[src/rtl/cdc_bus_rx_pkg.sv]
// Shared constants for the cdc_bus_rx receiver.
// The synchronizer depth macro is normally supplied by the integrator's params.vh.
`ifndef pSYNC_STAGES
`define pSYNC_STAGES 2
`endif

package cdc_bus_rx_pkg;

    // Metastability protection needs at least two stages.
    localparam int unsigned SYNC_STAGES = (`pSYNC_STAGES < 2) ? 2 : `pSYNC_STAGES;
    localparam int unsigned COUNT_W     = 16;

endpackage

[src/rtl/cdc_sync_bit.sv]
// Single-bit level synchronizer: DEPTH flops in series, cleared by reset.
import cdc_bus_rx_pkg::*;

module cdc_sync_bit #(
    parameter int unsigned DEPTH = SYNC_STAGES
) (
    input  logic clk,
    input  logic rst_n,
    input  logic d,
    output logic q
);

    (* ASYNC_REG = "TRUE" *) logic [DEPTH-1:0] sync_ff;

    always_ff @(posedge clk or negedge rst_n) begin
        if (!rst_n) begin
            sync_ff <= '0;
        end else begin
            sync_ff <= {sync_ff[DEPTH-2:0], d};
        end
    end

    assign q = sync_ff[DEPTH-1];

endmodule

[src/rtl/cdc_bus_rx.sv]
// Destination side of a 4-phase req/ack bundled-data crossing.
// Captures src_data once the synchronized request is seen and hands it downstream.
import cdc_bus_rx_pkg::*;

module cdc_bus_rx #(
    parameter int unsigned pDATA_WIDTH = 32
) (
    input  logic                   dst_clk,
    input  logic                   dst_rst_n,
    input  logic                   src_req,
    input  logic [pDATA_WIDTH-1:0] src_data,
    output logic                   src_ack,
    output logic [pDATA_WIDTH-1:0] dst_data,
    output logic                   dst_valid,
    input  logic                   dst_ready,
    output logic                   proto_err,
    output logic [COUNT_W-1:0]     xfer_count
);

    typedef enum logic [1:0] {
        IDLE   = 2'd0,
        VALID  = 2'd1,
        ACK_HI = 2'd2
    } state_t;

    state_t state;
    logic   req_s;

    cdc_sync_bit #(
        .DEPTH(SYNC_STAGES)
    ) u_req_sync (
        .clk   (dst_clk),
        .rst_n (dst_rst_n),
        .d     (src_req),
        .q     (req_s)
    );

    always_ff @(posedge dst_clk or negedge dst_rst_n) begin
        if (!dst_rst_n) begin
            state      <= IDLE;
            src_ack    <= 1'b0;
            dst_data   <= '0;
            dst_valid  <= 1'b0;
            proto_err  <= 1'b0;
            xfer_count <= '0;
        end else begin
            case (state)
                IDLE: begin
                    src_ack <= 1'b0;
                    if (req_s) begin
                        dst_data  <= src_data;
                        dst_valid <= 1'b1;
                        state     <= VALID;
                    end
                end
                VALID: begin
                    // Sender withdrew before being acknowledged; the word is still delivered.
                    if (!req_s) begin
                        proto_err <= 1'b1;
                    end
                    if (dst_ready) begin
                        dst_valid  <= 1'b0;
                        src_ack    <= 1'b1;
                        xfer_count <= xfer_count + 16'd1;
                        state      <= ACK_HI;
                    end
                end
                ACK_HI: begin
                    if (!req_s) begin
                        src_ack <= 1'b0;
                        state   <= IDLE;
                    end
                end
                default: begin
                    src_ack   <= 1'b0;
                    dst_valid <= 1'b0;
                    state     <= IDLE;
                end
            endcase
        end
    end

endmodule

[config.mk]
export PLATFORM = sky130hd
export DESIGN_NAME = cdc_bus_rx
export DESIGN_NICKNAME = d
export VERILOG_FILES = /design/src/rtl/cdc_bus_rx_pkg.sv /design/src/rtl/cdc_sync_bit.sv /design/src/rtl/cdc_bus_rx.sv
export SDC_FILE = /design/constraint.sdc
export NUM_CORES = 1
export LEC_CHECK = 0
export CAP_MARGIN = 20
export CORE_ASPECT_RATIO = 0.9
export CORE_MARGIN = 2
export CORE_UTILIZATION = 47
export DETAILED_ROUTE_END_ITERATION = 10
export PLACE_DENSITY = 0.85
export SYNTH_ARGS = -nofsm -noshare
export SYNTH_HDL_FRONTEND = slang
export SYNTH_SLANG_ARGS = --single-unit
[constraint.sdc]
create_clock -name dst_clk -period 2.3 [get_ports dst_clk]
set_input_delay 0.46 -clock dst_clk [delete_from_list [all_inputs] [get_ports dst_clk]]
set_output_delay 0.46 -clock dst_clk [all_outputs]
set_load 0.005 [all_outputs]
== Yosys cells after proc, flatten, opt, wreduce, memory -nomap -nowiden ==
Index checks and enable logic that the tools add are counted.

* RAM bits: 0
* Word-level logic and storage cells: 32
* Output and inout bits: 51
* Bits in registers: 55
* Memories kept: 0
* Memory bits (read-only): 0
* Bits in latches: 0

* Bitwise operators: 2
* Add/subtract/negate cells: 1
* Eq/ne operators: 5
* Multipliers: 0
* Shift operators: 0
* Magnitude comparators: 0
* Reductions and logical operators: 7
* Muxes and demuxes: 10
* Divide/modulo/power cells: 0

{| class="wikitable"
|+ Operator list
! cell !! number
|-
| $add A16 B1 Y16 const B || 1
|-
| $reduce_and A2 Y1 || 4
|-
| $mux W2 || 3
|-
| $pmux W2 S3 || 1
|-
| $reduce_and A3 Y1 || 2
|-
| $mux W1 || 4
|-
| $ne A2 B2 Y1 const B || 2
|-
| $pmux W1 S3 || 1
|-
| $eq A2 B1 Y1 const B || 1
|-
| $eq A2 B2 Y1 const B || 1
|-
| $logic_not A2 Y1 || 1
|-
| $ne A2 B1 Y1 const B || 1
|-
| $not A1 Y1 || 2
|-
| $pmux W1 S2 || 1
|}

== Logic depth before layout (Yosys ltp) ==
* Word-level depth: 3
* Depth in mapped cells: 5
* Depth with buffers taken out: 5

== Modules after synthesis ==
Synthesis repeated with hierarchy kept, for this count alone.

* Cell total of the unflattened synthesis: 153
* Area total of the unflattened synthesis: 2,217.1 µm²

{| class="wikitable"
|+ Modules (own cells, without submodules)
! module !! times used !! sequential area each (µm²) !! cells an instance !! area each (µm²)
|-
| cdc_bus_rx || 1 || 1,326.3 || 151 || 2,167.1
|-
| cdc_sync_bit || 1 || 50.0 || 2 || 50.0
|}

== Worst setup path before layout ==
OpenSTA, ideal clock, no wires.

* Path kind: reg2reg
* Start: register state[0]
* End: register dst_data[14]
* Buffers on the path: 1
* Cell stages (with the launch flop): 5
* Period minus slack after synthesis: 1.446 ns
* Setup slack: 0.854 ns
* Setup time: 0.128 ns
* Data arrival time: 1.318 ns
* Cells stage by stage: dfrtp_1 > nand2b_2 > nor2_4 > buf_6 > mux2_1

* Longest elaborated chain between the ends: 2

{| class="wikitable"
|+ RTL lines
! what !! line !! source
|-
| start: declaration || cdc_bus_rx.sv:26 || <nowiki>state_t state;</nowiki>
|-
| start signal: assignment || cdc_bus_rx.sv:40 || <nowiki>state <= IDLE;</nowiki>
|-
| start signal: assignment || cdc_bus_rx.sv:53 || <nowiki>state <= VALID;</nowiki>
|-
| start signal: assignment || cdc_bus_rx.sv:65 || <nowiki>state <= ACK_HI;</nowiki>
|-
| $logic_not A2 Y1 || cdc_bus_rx.sv:47 || <nowiki>case (state)</nowiki>
|-
| $reduce_and A2 Y1 (no source line) || n/a ||
|-
| end signal: assignment || cdc_bus_rx.sv:51 || <nowiki>dst_data <= src_data;</nowiki>
|-
| end: declaration || cdc_bus_rx.sv:13 || <nowiki>output logic [pDATA_WIDTH-1:0] dst_data,</nowiki>
|}

No other way between the ends.
A chain may end at the register's enable or synchronous reset.

== Worst setup path in the final report ==
* Start: register xfer_count[2]
* End: output xfer_count[2]

{| class="wikitable"
|+ RTL lines
! what !! line !! source
|-
| start: declaration || cdc_bus_rx.sv:17 || <nowiki>output logic [COUNT_W-1:0] xfer_count</nowiki>
|-
| start signal: assignment || cdc_bus_rx.sv:64 || <nowiki>xfer_count <= xfer_count + 16'd1;</nowiki>
|}

No word-level cell between the ends.

==> impl_metrics.py <==
metrics = {
    "run_status": {
        "status": "finished, final reports clean",
    },
    "synthesis": {
        "yosysTopAreaCell": "dfrtp_1",
        "synth-compound-area-share_pct": 1.48,
        "yosys.area_share.adder_pct": 0.549,
        "synth_nets": 185,
        "syn_area_per_cell_um2": 15.4,
        "synth_seq_area_share_pct": 60.4,
        "synth_enable_flop_cells": 0,
        "async_flop_share_pct": 100,
        "yosys_warnings": 0,
        "synth.distinct_cells": 28,
        "synthSimpleGateAreaFrac_pct": 9.06,
        "synthMuxAreaShare_pct": 21.1,
        "syn_inst": 148,
        "netlist_area_um2": 2280,
        "synth.most_common_cell": "dfrtp_1",
        "ys.flop_type": "dfrtp_1",
        "synth_common_cells": "dfrtp_1 (55), mux2_4 (29), nand2_1 (10)",
        "synth_xor_area_share_pct": 5.77,
        "synth_top_area_share_pct": 60.4,
        "synth_seq_cells": 55,
        "synth_area_leaders": "dfrtp_1 (60%), mux2_4 (19%), xnor2_1 (3.5%)",
        "synth_top_family_by_area": "multiplexers",
    },
    "clocking": {
        "root_buffer": "clkbuf_8",
        "cts_tree": "yes",
        "clock_latency_ns": 0.30,
        "cts_max_level": 2,
        "cts_setup_buffers": 0,
        "cts_resized": 0,
        "cts-hold-fix-buffers": 0,
        "cts_max_path_buffers": 2,
        "path_clk_slew_ns": 0.09,
        "cts_buffers": 5,
        "cts.sink_count": 55,
    },
    "timing": {
        "clock.fmax_ghz": 0.566,
        "setup_viol": 0,
        "fin_crit_ns": 1.77,
        "finalMaxSlewViolations": 0,
        "finClkSkew_ns": 0.00331,
        "holdWs_ns": 0.134,
        "post-route-period-util_pct": 76.8,
        "finalHoldViolCount": 0,
        "worst_slew_pin_slew_ns": 0.549,
        "tns_ns": 0,
        "grt_setup_unrepaired": "false",
        "max-slew-margin-rel_pct": 63.4,
    },
    "detailed_routing": {
        "drt_wl_total_um": 4770,
        "drt_iter0_drc": 114,
        "drt_first_pass_iters": 4,
        "wl_per_cell_um": 15.6,
        "met2WireLength_um": 2180,
        "via_per_inst": 4.93,
        "drc": 0,
        "num_vias": 1504,
        "ant_nets": 0,
        "met3_length_um": 287,
        "routed.top_layer": "met4",
        "wl_met1_um": 2240,
    },
    "floorplanning": {
        "die_w_um": 77.4,
        "die_y_um": 70.1,
        "die_area_um2": 5420,
        "fp.coreArea_um2": 4740,
        "start_util_pct": 48.0,
        "io_pins": 87,
        "rows": 24,
    },
    "worst_hold_path": {
        "hold_class": "input port to async pin",
    },
    "critical_path": {
        "worstPathCellList": "clkdlybuf4s50_1",
        "ff2ff_setup_slack_ns": 0.72,
        "crit_required_ns": 1.84,
        "worst_setup_path_start_kind": "flip-flop",
        "worst_path_max_delay_cell": "clkdlybuf4s50_1",
        "max_stage_delay_ns": 0.55,
        "crit_type": "flip-flop to output port",
        "path_delay_family": "buffers and inverters",
        "r2r-end": "dst_data[5]",
        "setup.worst_path.start": "xfer_count[2]",
        "cp_max_fo": 6,
        "cp-end-kind": "output port",
        "r2r-start": "state[0]",
        "cp_num_buf_inv": 1,
        "worstPathArrival_ns": 1.31,
        "rr_worst_depth": 4,
    },
    "grt": {
        "antenna_found_initial": 0,
        "grt_usage_pct": 19.1,
        "grt_overflow_total": 0,
        "grt_pass1_wl_um": 8140,
        "grt_max_degree": 33,
        "grt_pass1_vias": 1578,
    },
    "place": {
        "gp_congestion": 0.733,
        "hpwl_um": 3460,
        "io_buffers": 86,
    },
    "power_and_ir_drop": {
        "switchingPower_uw": 1050,
        "swShare_pct": 27.0,
        "p_int_uw": 2840,
        "power.density_nw_per_um2": 1170,
        "ir_worst_vdd_mv": 0.614,
        "comb_power_share_pct": 43.0,
        "p_seq_share_pct": 41.3,
        "clkPwrFrac_pct": 15.7,
        "p_leak_uw": 0.00147,
    },
    "layout": {
        "drive_above_1_share_pct": 19.6,
        "syn_to_final_growth_pct": 45.9,
        "n_antenna_cell": 0,
        "fin_nets": 277,
        "fillerInstances": 345,
    },
    "run": {
        "maxCapViolCount": 0,
    },
}
## worst max-delay path by stage
stage	cells past startpoint	slack (ns)	end
6_report	1	0.53	xfer_count[2]
5_1_grt	1	0.46	xfer_count[6]
4_1_cts	1	0.50	xfer_count[2]
3_5_place_dp	5	0.34	xfer_count[13]
3_3_place_gp	5	0.41	xfer_count[15]
2_1_floorplan	4	0.85	dst_data[14]
## cell type report
cell class,instances,area (um^2),area share [%]
sequential,55,1380,41.4
timing repair buffer,88,896,26.9
multi-input combinational,89,865,26.0
tap,65,81.3,2.45
clock buffer,6,72.6,2.18
clock inverter,1,30.0,0.903
inverter,1,3.75,0.113
## layer usage
layer,vias up,track usage [%]
met5,-,0
met4,0,5.36
met3,6,5.17
met2,67,29.5
met1,738,26.7
li1,693,-
## kinds of logic (layout without fill, tap and decap cells)
family / count (synthesis) / in the layout
AOI/OAI and AO/OA: 6 / 6
DFF: 55 / 55
adders and majority gates: 1 / 1
xor gates and xnor gates: 15 / 15
and+or+nand+nor: 34 / 34
buffers and inverters: 4 / 96
muxes: 33 / 33
## flip-flops by register name, summed over array words and instances, names as in the netlist
register / flops
dst_valid: 1
dst_data: 32
u_req_sync.sync_ff: 2
xfer_count: 16
proto_err: 1
state: 2
src_ack: 1
## cells in the final DEF, fill, tap and decap left out, types with 2 or more instances in the layout
cell type,netlist,routed
a21oi_1,2,2
nand2_1,10,10
and3_1,2,2
dfrtp_1,55,55
clkdlybuf4s50_1,0,85
mux2_4,29,29
o21ai_0,2,2
nand3_1,3,3
nand4_1,4,4
xor2_1,6,6
mux2_2,3,3
xnor2_1,9,9
nor2_1,5,5
clkbuf_8,0,5
buf_12,0,2
## power groups by stage
stage | Combinational [uW] | Sequential (uW) | Clock (uW)
finish | 1670 | 1610 | 611
global route | 1780 | 1660 | 669
CTS | 1700 | 1610 | 629
detailed placement | 1680 | 1630 | 0
global placement | 1660 | 1600 | 0
floorplan | 775 | 1620 | 0
## per-stage QoR
step                area [um^2]  utilization (%)  instances  power (uW)  setup WS, ns
global route               3320             70.1        305        4120         0.459
finish                     3320             70.1        305        3890         0.533
detailed placement         3220             67.9        298        3310         0.342
floorplan                  2280                -        148        2390         0.854
global placement           3220             67.9        298        3250         0.407
CTS                        3320             70.1        305        3940         0.499
Power figures use the tool's default switching activity.
